**src/rtl/cache_pkg.sv**
```systemverilog
// Shared types and helpers for the set-associative cache.
// FSM state encoding, tag width derivation and byte merge.
package cache_pkg;

    typedef enum logic [2:0] {
        IDLE,
        LOOKUP,
        WRITEBACK,
        FETCH,
        INSTALL,
        RESPOND
    } state_t;

    function automatic int calc_tag_width(
        input int aw,
        input int iw,
        input int ow
    );
        return aw - iw - ow - 2;
    endfunction

    function automatic logic [31:0] merge_bytes(
        input logic [31:0] old_word,
        input logic [31:0] new_word,
        input logic [3:0]  be
    );
        logic [31:0] res;
        res = old_word;
        for (int b = 0; b < 4; b++) begin
            if (be[b]) begin
                res[8*b +: 8] = new_word[8*b +: 8];
            end
        end
        return res;
    endfunction

endpackage

```
**src/rtl/cache_victim_select.sv**
```systemverilog
// Replacement choice for one set: lowest invalid way,
// otherwise the set's round-robin pointer.
module cache_victim_select
    import cache_pkg::*;
#(
    parameter int NUM_WAYS = 2,
    parameter int WAY_W    = 1
) (
    input  logic [NUM_WAYS-1:0] valid,
    input  logic [WAY_W-1:0]    rr_ptr,
    output logic [WAY_W-1:0]    victim,
    output logic                used_rr
);

    // Scan downwards so the lowest invalid way wins.
    always_comb begin
        victim  = rr_ptr;
        used_rr = 1'b1;
        for (int w = NUM_WAYS - 1; w >= 0; w--) begin
            if (!valid[w]) begin
                victim  = WAY_W'(w);
                used_rr = 1'b0;
            end
        end
    end

endmodule

```
**src/rtl/set_assoc_cache.sv**
```systemverilog
// N-way set-associative write-back, write-allocate cache
// between one requester and word-wide RAM.
module set_assoc_cache
    import cache_pkg::*;
#(
    parameter int ADDRESS_WIDTH     = 16,
    parameter int INDEX_WIDTH       = 3,
    parameter int WORD_OFFSET_WIDTH = 2,
    parameter int NUM_WAYS          = 2,
    parameter int COUNTER_WIDTH     = 16
) (
    input  logic                     clk,
    input  logic                     rst,
    input  logic [ADDRESS_WIDTH-1:0] cache_address,
    input  logic                     cache_rd,
    input  logic                     cache_wr,
    input  logic [3:0]               cache_byte_enable,
    input  logic [31:0]              cache_data_wr,
    output logic [31:0]              cache_data_out,
    output logic                     cache_ready,
    output logic [COUNTER_WIDTH-1:0] hit_count,
    output logic [COUNTER_WIDTH-1:0] miss_count,
    output logic [ADDRESS_WIDTH-1:0] ram_address,
    output logic                     ram_rd,
    output logic                     ram_wr,
    output logic [31:0]              ram_data_wr,
    input  logic [31:0]              ram_data_rd,
    input  logic                     ram_ready
);

    localparam int TAG_WIDTH =
        calc_tag_width(ADDRESS_WIDTH, INDEX_WIDTH, WORD_OFFSET_WIDTH);
    localparam int NUM_SETS       = 2 ** INDEX_WIDTH;
    localparam int WORDS_PER_LINE = 2 ** WORD_OFFSET_WIDTH;
    localparam int WAY_W = (NUM_WAYS > 1) ? $clog2(NUM_WAYS) : 1;
    localparam int OW = WORD_OFFSET_WIDTH;

    generate
        if (TAG_WIDTH < 1) begin : g_bad_tag
            $fatal(1, "set_assoc_cache: TAG_WIDTH must be >= 1");
        end
        if (NUM_WAYS != 2 && NUM_WAYS != 4 && NUM_WAYS != 8) begin : g_bad_ways
            $fatal(1, "set_assoc_cache: NUM_WAYS must be 2, 4 or 8");
        end
    endgenerate

    state_t state;

    logic [TAG_WIDTH-1:0]   tag_r;
    logic [INDEX_WIDTH-1:0] index_r;
    logic [OW-1:0]          offset_r;
    logic [31:0]            data_r;
    logic [3:0]             be_r;
    logic                   wr_r;
    logic [WAY_W-1:0]       victim_r;
    logic                   used_rr_r;
    logic [OW-1:0]          word_cnt;
    logic [OW-1:0]          word_nxt;

    logic [TAG_WIDTH-1:0] tag_mem  [NUM_SETS][NUM_WAYS];
    logic [31:0]          data_mem [NUM_SETS][NUM_WAYS][WORDS_PER_LINE];
    logic [NUM_WAYS-1:0]  valid    [NUM_SETS];
    logic [NUM_WAYS-1:0]  dirty    [NUM_SETS];
    logic [WAY_W-1:0]     rr_ptr   [NUM_SETS];

    logic                 hit;
    logic [WAY_W-1:0]     hit_way;
    logic [WAY_W-1:0]     vs_victim;
    logic                 vs_used_rr;
    logic [TAG_WIDTH-1:0] victim_tag;
    logic [31:0]          victim_word;
    logic [31:0]          victim_word_nxt;
    logic [31:0]          hit_word;
    logic                 last_beat;
    logic                 addr_unused;

    assign addr_unused     = ^cache_address[1:0];
    assign word_nxt        = word_cnt + OW'(1);
    assign last_beat       = (word_cnt == {OW{1'b1}});
    assign victim_tag      = tag_mem[index_r][victim_r];
    assign victim_word     = data_mem[index_r][victim_r][word_cnt];
    assign victim_word_nxt = data_mem[index_r][victim_r][word_nxt];
    assign hit_word        = data_mem[index_r][hit_way][offset_r];

    always_comb begin
        hit     = 1'b0;
        hit_way = '0;
        for (int w = 0; w < NUM_WAYS; w++) begin
            if (valid[index_r][w] && tag_mem[index_r][w] == tag_r) begin
                hit     = 1'b1;
                hit_way = WAY_W'(w);
            end
        end
    end

    cache_victim_select #(
        .NUM_WAYS (NUM_WAYS),
        .WAY_W    (WAY_W)
    ) u_victim (
        .valid   (valid[index_r]),
        .rr_ptr  (rr_ptr[index_r]),
        .victim  (vs_victim),
        .used_rr (vs_used_rr)
    );

    // Tag/data arrays are never reset; only control state is.
    always_ff @(posedge clk) begin
        if (rst) begin
            state          <= IDLE;
            cache_ready    <= 1'b0;
            cache_data_out <= '0;
            hit_count      <= '0;
            miss_count     <= '0;
            ram_address    <= '0;
            ram_rd         <= 1'b0;
            ram_wr         <= 1'b0;
            ram_data_wr    <= '0;
            word_cnt       <= '0;
            for (int s = 0; s < NUM_SETS; s++) begin
                valid[s]  <= '0;
                dirty[s]  <= '0;
                rr_ptr[s] <= '0;
            end
        end else begin
            unique case (state)
                IDLE: begin
                    if (cache_rd || cache_wr) begin
                        tag_r    <= cache_address[ADDRESS_WIDTH-1 -: TAG_WIDTH];
                        index_r  <= cache_address[2+OW +: INDEX_WIDTH];
                        offset_r <= cache_address[2 +: OW];
                        data_r   <= cache_data_wr;
                        be_r     <= cache_byte_enable;
                        wr_r     <= !cache_rd;
                        state    <= LOOKUP;
                    end
                end
                LOOKUP: begin
                    if (hit) begin
                        if (wr_r) begin
                            data_mem[index_r][hit_way][offset_r] <=
                                merge_bytes(hit_word, data_r, be_r);
                            if (be_r != 4'b0000) begin
                                dirty[index_r][hit_way] <= 1'b1;
                            end
                        end else begin
                            cache_data_out <= hit_word;
                        end
                        if (hit_count != {COUNTER_WIDTH{1'b1}}) begin
                            hit_count <= hit_count + COUNTER_WIDTH'(1);
                        end
                        cache_ready <= 1'b1;
                        state       <= RESPOND;
                    end else begin
                        if (miss_count != {COUNTER_WIDTH{1'b1}}) begin
                            miss_count <= miss_count + COUNTER_WIDTH'(1);
                        end
                        victim_r  <= vs_victim;
                        used_rr_r <= vs_used_rr;
                        word_cnt  <= '0;
                        if (valid[index_r][vs_victim] && dirty[index_r][vs_victim]) begin
                            state <= WRITEBACK;
                        end else begin
                            state <= FETCH;
                        end
                    end
                end
                WRITEBACK: begin
                    if (!ram_wr) begin
                        ram_wr      <= 1'b1;
                        ram_address <= {victim_tag, index_r, word_cnt, 2'b00};
                        ram_data_wr <= victim_word;
                    end else if (ram_ready) begin
                        if (last_beat) begin
                            // Chain straight into the refill so a dirty
                            // miss costs exactly one extra line transfer.
                            ram_wr      <= 1'b0;
                            ram_rd      <= 1'b1;
                            ram_address <= {tag_r, index_r, {OW{1'b0}}, 2'b00};
                            word_cnt    <= '0;
                            state       <= FETCH;
                        end else begin
                            word_cnt    <= word_nxt;
                            ram_address <= {victim_tag, index_r, word_nxt, 2'b00};
                            ram_data_wr <= victim_word_nxt;
                        end
                    end
                end
                FETCH: begin
                    if (!ram_rd) begin
                        ram_rd      <= 1'b1;
                        ram_address <= {tag_r, index_r, word_cnt, 2'b00};
                    end else if (ram_ready) begin
                        data_mem[index_r][victim_r][word_cnt] <= ram_data_rd;
                        if (last_beat) begin
                            ram_rd   <= 1'b0;
                            word_cnt <= '0;
                            state    <= INSTALL;
                        end else begin
                            word_cnt    <= word_nxt;
                            ram_address <= {tag_r, index_r, word_nxt, 2'b00};
                        end
                    end
                end
                INSTALL: begin
                    tag_mem[index_r][victim_r] <= tag_r;
                    valid[index_r][victim_r]   <= 1'b1;
                    dirty[index_r][victim_r]   <= 1'b0;
                    if (used_rr_r) begin
                        rr_ptr[index_r] <= rr_ptr[index_r] + WAY_W'(1);
                    end
                    state <= LOOKUP;
                end
                RESPOND: begin
                    cache_ready <= 1'b0;
                    state       <= IDLE;
                end
                default: state <= IDLE;
            endcase
        end
    end

endmodule
```
**config.mk**
```make
export PLATFORM = sky130hd
export DESIGN_NAME = set_assoc_cache
export DESIGN_NICKNAME = d
export VERILOG_FILES = /design/src/rtl/cache_pkg.sv /design/src/rtl/cache_victim_select.sv /design/src/rtl/set_assoc_cache.sv
export SDC_FILE = /design/constraint.sdc
export NUM_CORES = 2
export LEC_CHECK = 0
export CELL_PAD_IN_SITES_DETAIL_PLACEMENT = 0
export CELL_PAD_IN_SITES_GLOBAL_PLACEMENT = 2
export CORE_AREA = 5 5 406 488
export CTS_CLUSTER_DIAMETER = 30
export CTS_CLUSTER_SIZE = 10
export DETAILED_ROUTE_END_ITERATION = 16
export DIE_AREA = 0 0 411 493
export GPL_TIMING_DRIVEN = 0
export PLACE_DENSITY_LB_ADDON = 0.12
export RECOVER_POWER = 25
export SYNTH_ARGS = -nofsm -noshare
export SYNTH_HDL_FRONTEND = slang
export SYNTH_HIERARCHICAL = 1
export SYNTH_SLANG_ARGS = --single-unit
```
**constraint.sdc**
```tcl
create_clock -name clk -period 6.65 [get_ports clk]
set_input_delay 0.9975 -clock clk [delete_from_list [all_inputs] [get_ports clk]]
set_output_delay 0.9975 -clock clk [all_outputs]
set_load 0.01 [all_outputs]
```
==> key figures <==
Layout
  • Area of the multi-input gates: 27300 um2
  • Layout Cells excl Fill: 9141
  • P&R area growth vs syn: 21.5%
  • Nets: 6272
  • Layout fillers: 13700
  • Register area: roughly 71000 um2
  • Layout cells sized above 1: 27.7%
  • Final core utilization: a little over three fifths

Place
  • Routability cong.: 1.01
  • Placed cells: ~8300
  • Post-DP HPWL: 239000 um
  • Port bufs: 165
  • Pre-CTS WS: -0.0109 ns

Global route
  • Total congestion overflow: 0
  • Initial antenna violation count: 20
  • Largest net degree at the start of global routing: 40
  • Total Routing Usage GR: 34.3%
  • First-pass GRT wire length: 473000 um
  • Vias in the first global route: 58400

Power
  • NetSw: 0.0168 W
  • Leakage Power: 40.1 nW
  • Register share of total power: between 30% and 40%
  • Worst VDD drop: approximately 0.00035 V
  • P_int: 0.0375 W
  • Comb pwr share: 24.2%
  • Clock share of power: around two fifths
  • PD cells: ~450 nW/um2
  • Sw frac: 30.9%

Clock network
  • CTS tree: done
  • Clk root buf: clkbuf_16
  • Longest Clk Path Bufs: 4
  • CTS sink cnt: 2406
  • CTS Buf Count: ~440
  • # hold bufs at CTS: 0
  • Clk_lat worst skew: 1.03 ns
  • Clock transition at path regs: 0.05 ns
  • H-tree levels: 5

Synth
  • Top-count cell post-synth: edfxtp_1
  • Yosys top cell by area: edfxtp_1
  • Top cells by area, synth: edfxtp_1 (68%), mux4_2 (14%), dfxtp_1 (2.7%)
  • Synth Area per Inst: 18.2 um2
  • Seq/Total Area, Yosys: between 70% and 80%
  • Number of synthesized flops with an enable pin: 2269
  • Cells after Synth: 5495
  • Netlist cell types: 69
  • Top-area cell type share of the netlist area: just under 70%
  • Synth Flop Type: edfxtp_1
  • Synthesized area: 99800 um2
  • Synth async-reset ratio: 0%
  • Ys Warns: 6
  • Post-synth top cells: edfxtp_1 (2269), mux4_2 (635), nor2_1 (484)
  • Seq cells post-synth: approximately 2400

Floorplan
  • FP Rows: 177
  • Initial core utilization: just over 50%
  • Core area: a little under 200000 um2
  • I/O pin count: 204
  • Die Height: 493 um
  • Die area: 203000 um2
  • DIE WIDTH: 411 um

Run
  • Max-cap violations: 24

STA
  • Final hold violation count: 0
  • Period utilization: 102%
  • Slew Viols, Final: 282
  • Final hold slack: 0.448 ns
  • Setup WS post-layout: -0.102 ns
  • Setup TNS: -0.388 ns
  • Final Skew: ~0.09 ns
  • Max Freq: 0.148 GHz
  • Slew @ Worst Pin: 3.13 ns
  • Rel. slew slack: -109%
  • RSZ-0062 raised after global routing: no
  • # setup viols final: 7
  • Tmin final: around 6.8 ns

Setup path
  • CP cell instances: buf_2 > buf_2 > mux4_2 > mux2_2 > nand3_1 > nor3b_2 > a22oi_1 > nor3_1 > clkbuf_1 > nand2_1 > a21oi_1
  • CP Class: reg2reg
  • Critical Path RT: 7.56 ns
  • Worst path most repeated cell: buf_2
  • Crit-path slowest cell: nor3_1
  • CP endpoint kind: register
  • Arr. time, crit path: about 7.7 ns
  • Critical Path Source Type: register
  • CP max FO: 10
  • Critical path's largest stage delay: 1.57 ns

Routing
  • Detail Route Antenna Nets: 0
  • First drt pass iteration count: 8
  • Number of remaining DRC errors: 0
  • DR WL/cell: 38.1 um
  • Drt first-iter violations: 8049
  • WL final: roughly 350000 um
  • Routed vias: between 50000 and 60000
  • DR vias/cell: 6.43

Status
  • Failing checks: capacitance limit, slew limit, setup timing
  • Outcome: finished, violations left

Worst hold path
  • Min-Delay Path Class: reg2reg
[per-layer routing]
metal	GRT usage (%)	wire, um
met5	0	69
met4	18.4	22200
met3	9.79	37600
met2	53.1	162000
met1	44.3	127000
[layout by cell type (no fill, tap or decap), types with 19 or more instances in the layout]
cell           instances
nand3_1               25
clkinvlp_4            56
buf_12                64
buf_2                129
clkbuf_1             237
clkinv_4              34
nor3_1                25
buf_1                 27
a21oi_1              401
nor2_1               449
o21ai_0              169
dlygate4sd3_1        164
buf_4                 33
mux4_2               635
edfxtp_1            2269
mux2i_1              256
inv_6                 31
dfxtp_1              137
mux2_2               135
bufinv_16             60
a22oi_1               19
clkinv_2              58
clkbuf_16            451
clkinv_1              49
mux2i_4               20
nor2b_1               28
nand2_1              212
[stage by stage]
step | power [W] | cell area [um2]
5_1_grt | 0.0554 | 121000
3_5_place_dp | 0.0320 | 107000
6_report | 0.0542 | 121000
4_1_cts | 0.0542 | 122000
2_1_floorplan | 0.0261 | 99800
3_3_place_gp | 0.0317 | 105000
[what timing repair did]
item | in CTS | in global routing
endpoints found under the hold margin | 0 | 0
buffers inserted | 2 | 0
endpoints found under the setup margin | 16 | 0
gates resized for setup | 1 | 0
[sequential cells by signal, summed over array words and instances (netlist names), 2 cells and up, named ones only]
| register | cells |
|---|---|
| ram_address | 14 |
| rr_ptr | 8 |
| tag_r | 9 |
| word_cnt | 2 |
| hit_count | 16 |
| offset_r | 2 |
| miss_count | 16 |
| ram_data_wr | 32 |
| be_r | 4 |
| valid | 16 |
| cache_data_out | 32 |
| data_mem | 2048 |
| state | 3 |
| data_r | 32 |
| index_r | 3 |
| dirty | 16 |
| tag_mem | 144 |
[worst paths after layout]
| check | depth (start not counted) | slack, ns | endpoint | from |
|---|---|---|---|---|
| hold / removal | 1 | 0.45 | valid[7][0] | valid[7][0] |
| setup reg to reg | 11 | -0.10 | cache_data_out[23] | register |
| setup / recovery | 11 | -0.10 | cache_data_out[23] | register |
| hold reg to reg | 1 | 0.45 | valid[7][0] | valid[7][0] |
[critical path, delay by kind of cell (launching register included)]
family | cells | cell delay [ns]
buffers and inverters | 3 | 1.24
and+or+nand+nor | 4 | 3.54
DFF | 1 | 0.32
AOI/OAI and AO/OA | 2 | 1.07
muxes | 2 | 0.49
[power by group through the flow]
stage / logic, W / registers [W] / clock network (W)
after floorplan: 0.00727 / 0.0188 / 0
after global placement: 0.0127 / 0.0190 / 0
after detailed placement: 0.0130 / 0.0190 / 0
after CTS: 0.0130 / 0.0187 / 0.0225
after global routing: 0.0135 / 0.0187 / 0.0232
final: 0.0131 / 0.0187 / 0.0224
[kinds of logic after synthesis]
family | synth area share (%)
flops | 71.0
mux | 19.0
simple gates | 3.68
compound gates | 4.11
buf+inv | 1.84
xor+xnor | 0.272
fa+ha+maj | 0.0753
other cells | 0.00376
[cell type report]
type                       count  share of cell area (%)
multi-input combinational   2687                    22.5
buffer                       389                    1.49
timing repair buffer         240                    2.51
clock buffer                 507                    9.55
antenna                       13                  0.0268
clock inverter               290                    2.74
sequential                  2406                    58.5
inverter                      14                  0.0444
tap                         2595                    2.68
Note: power is estimated with default switching activity, not from simulation.
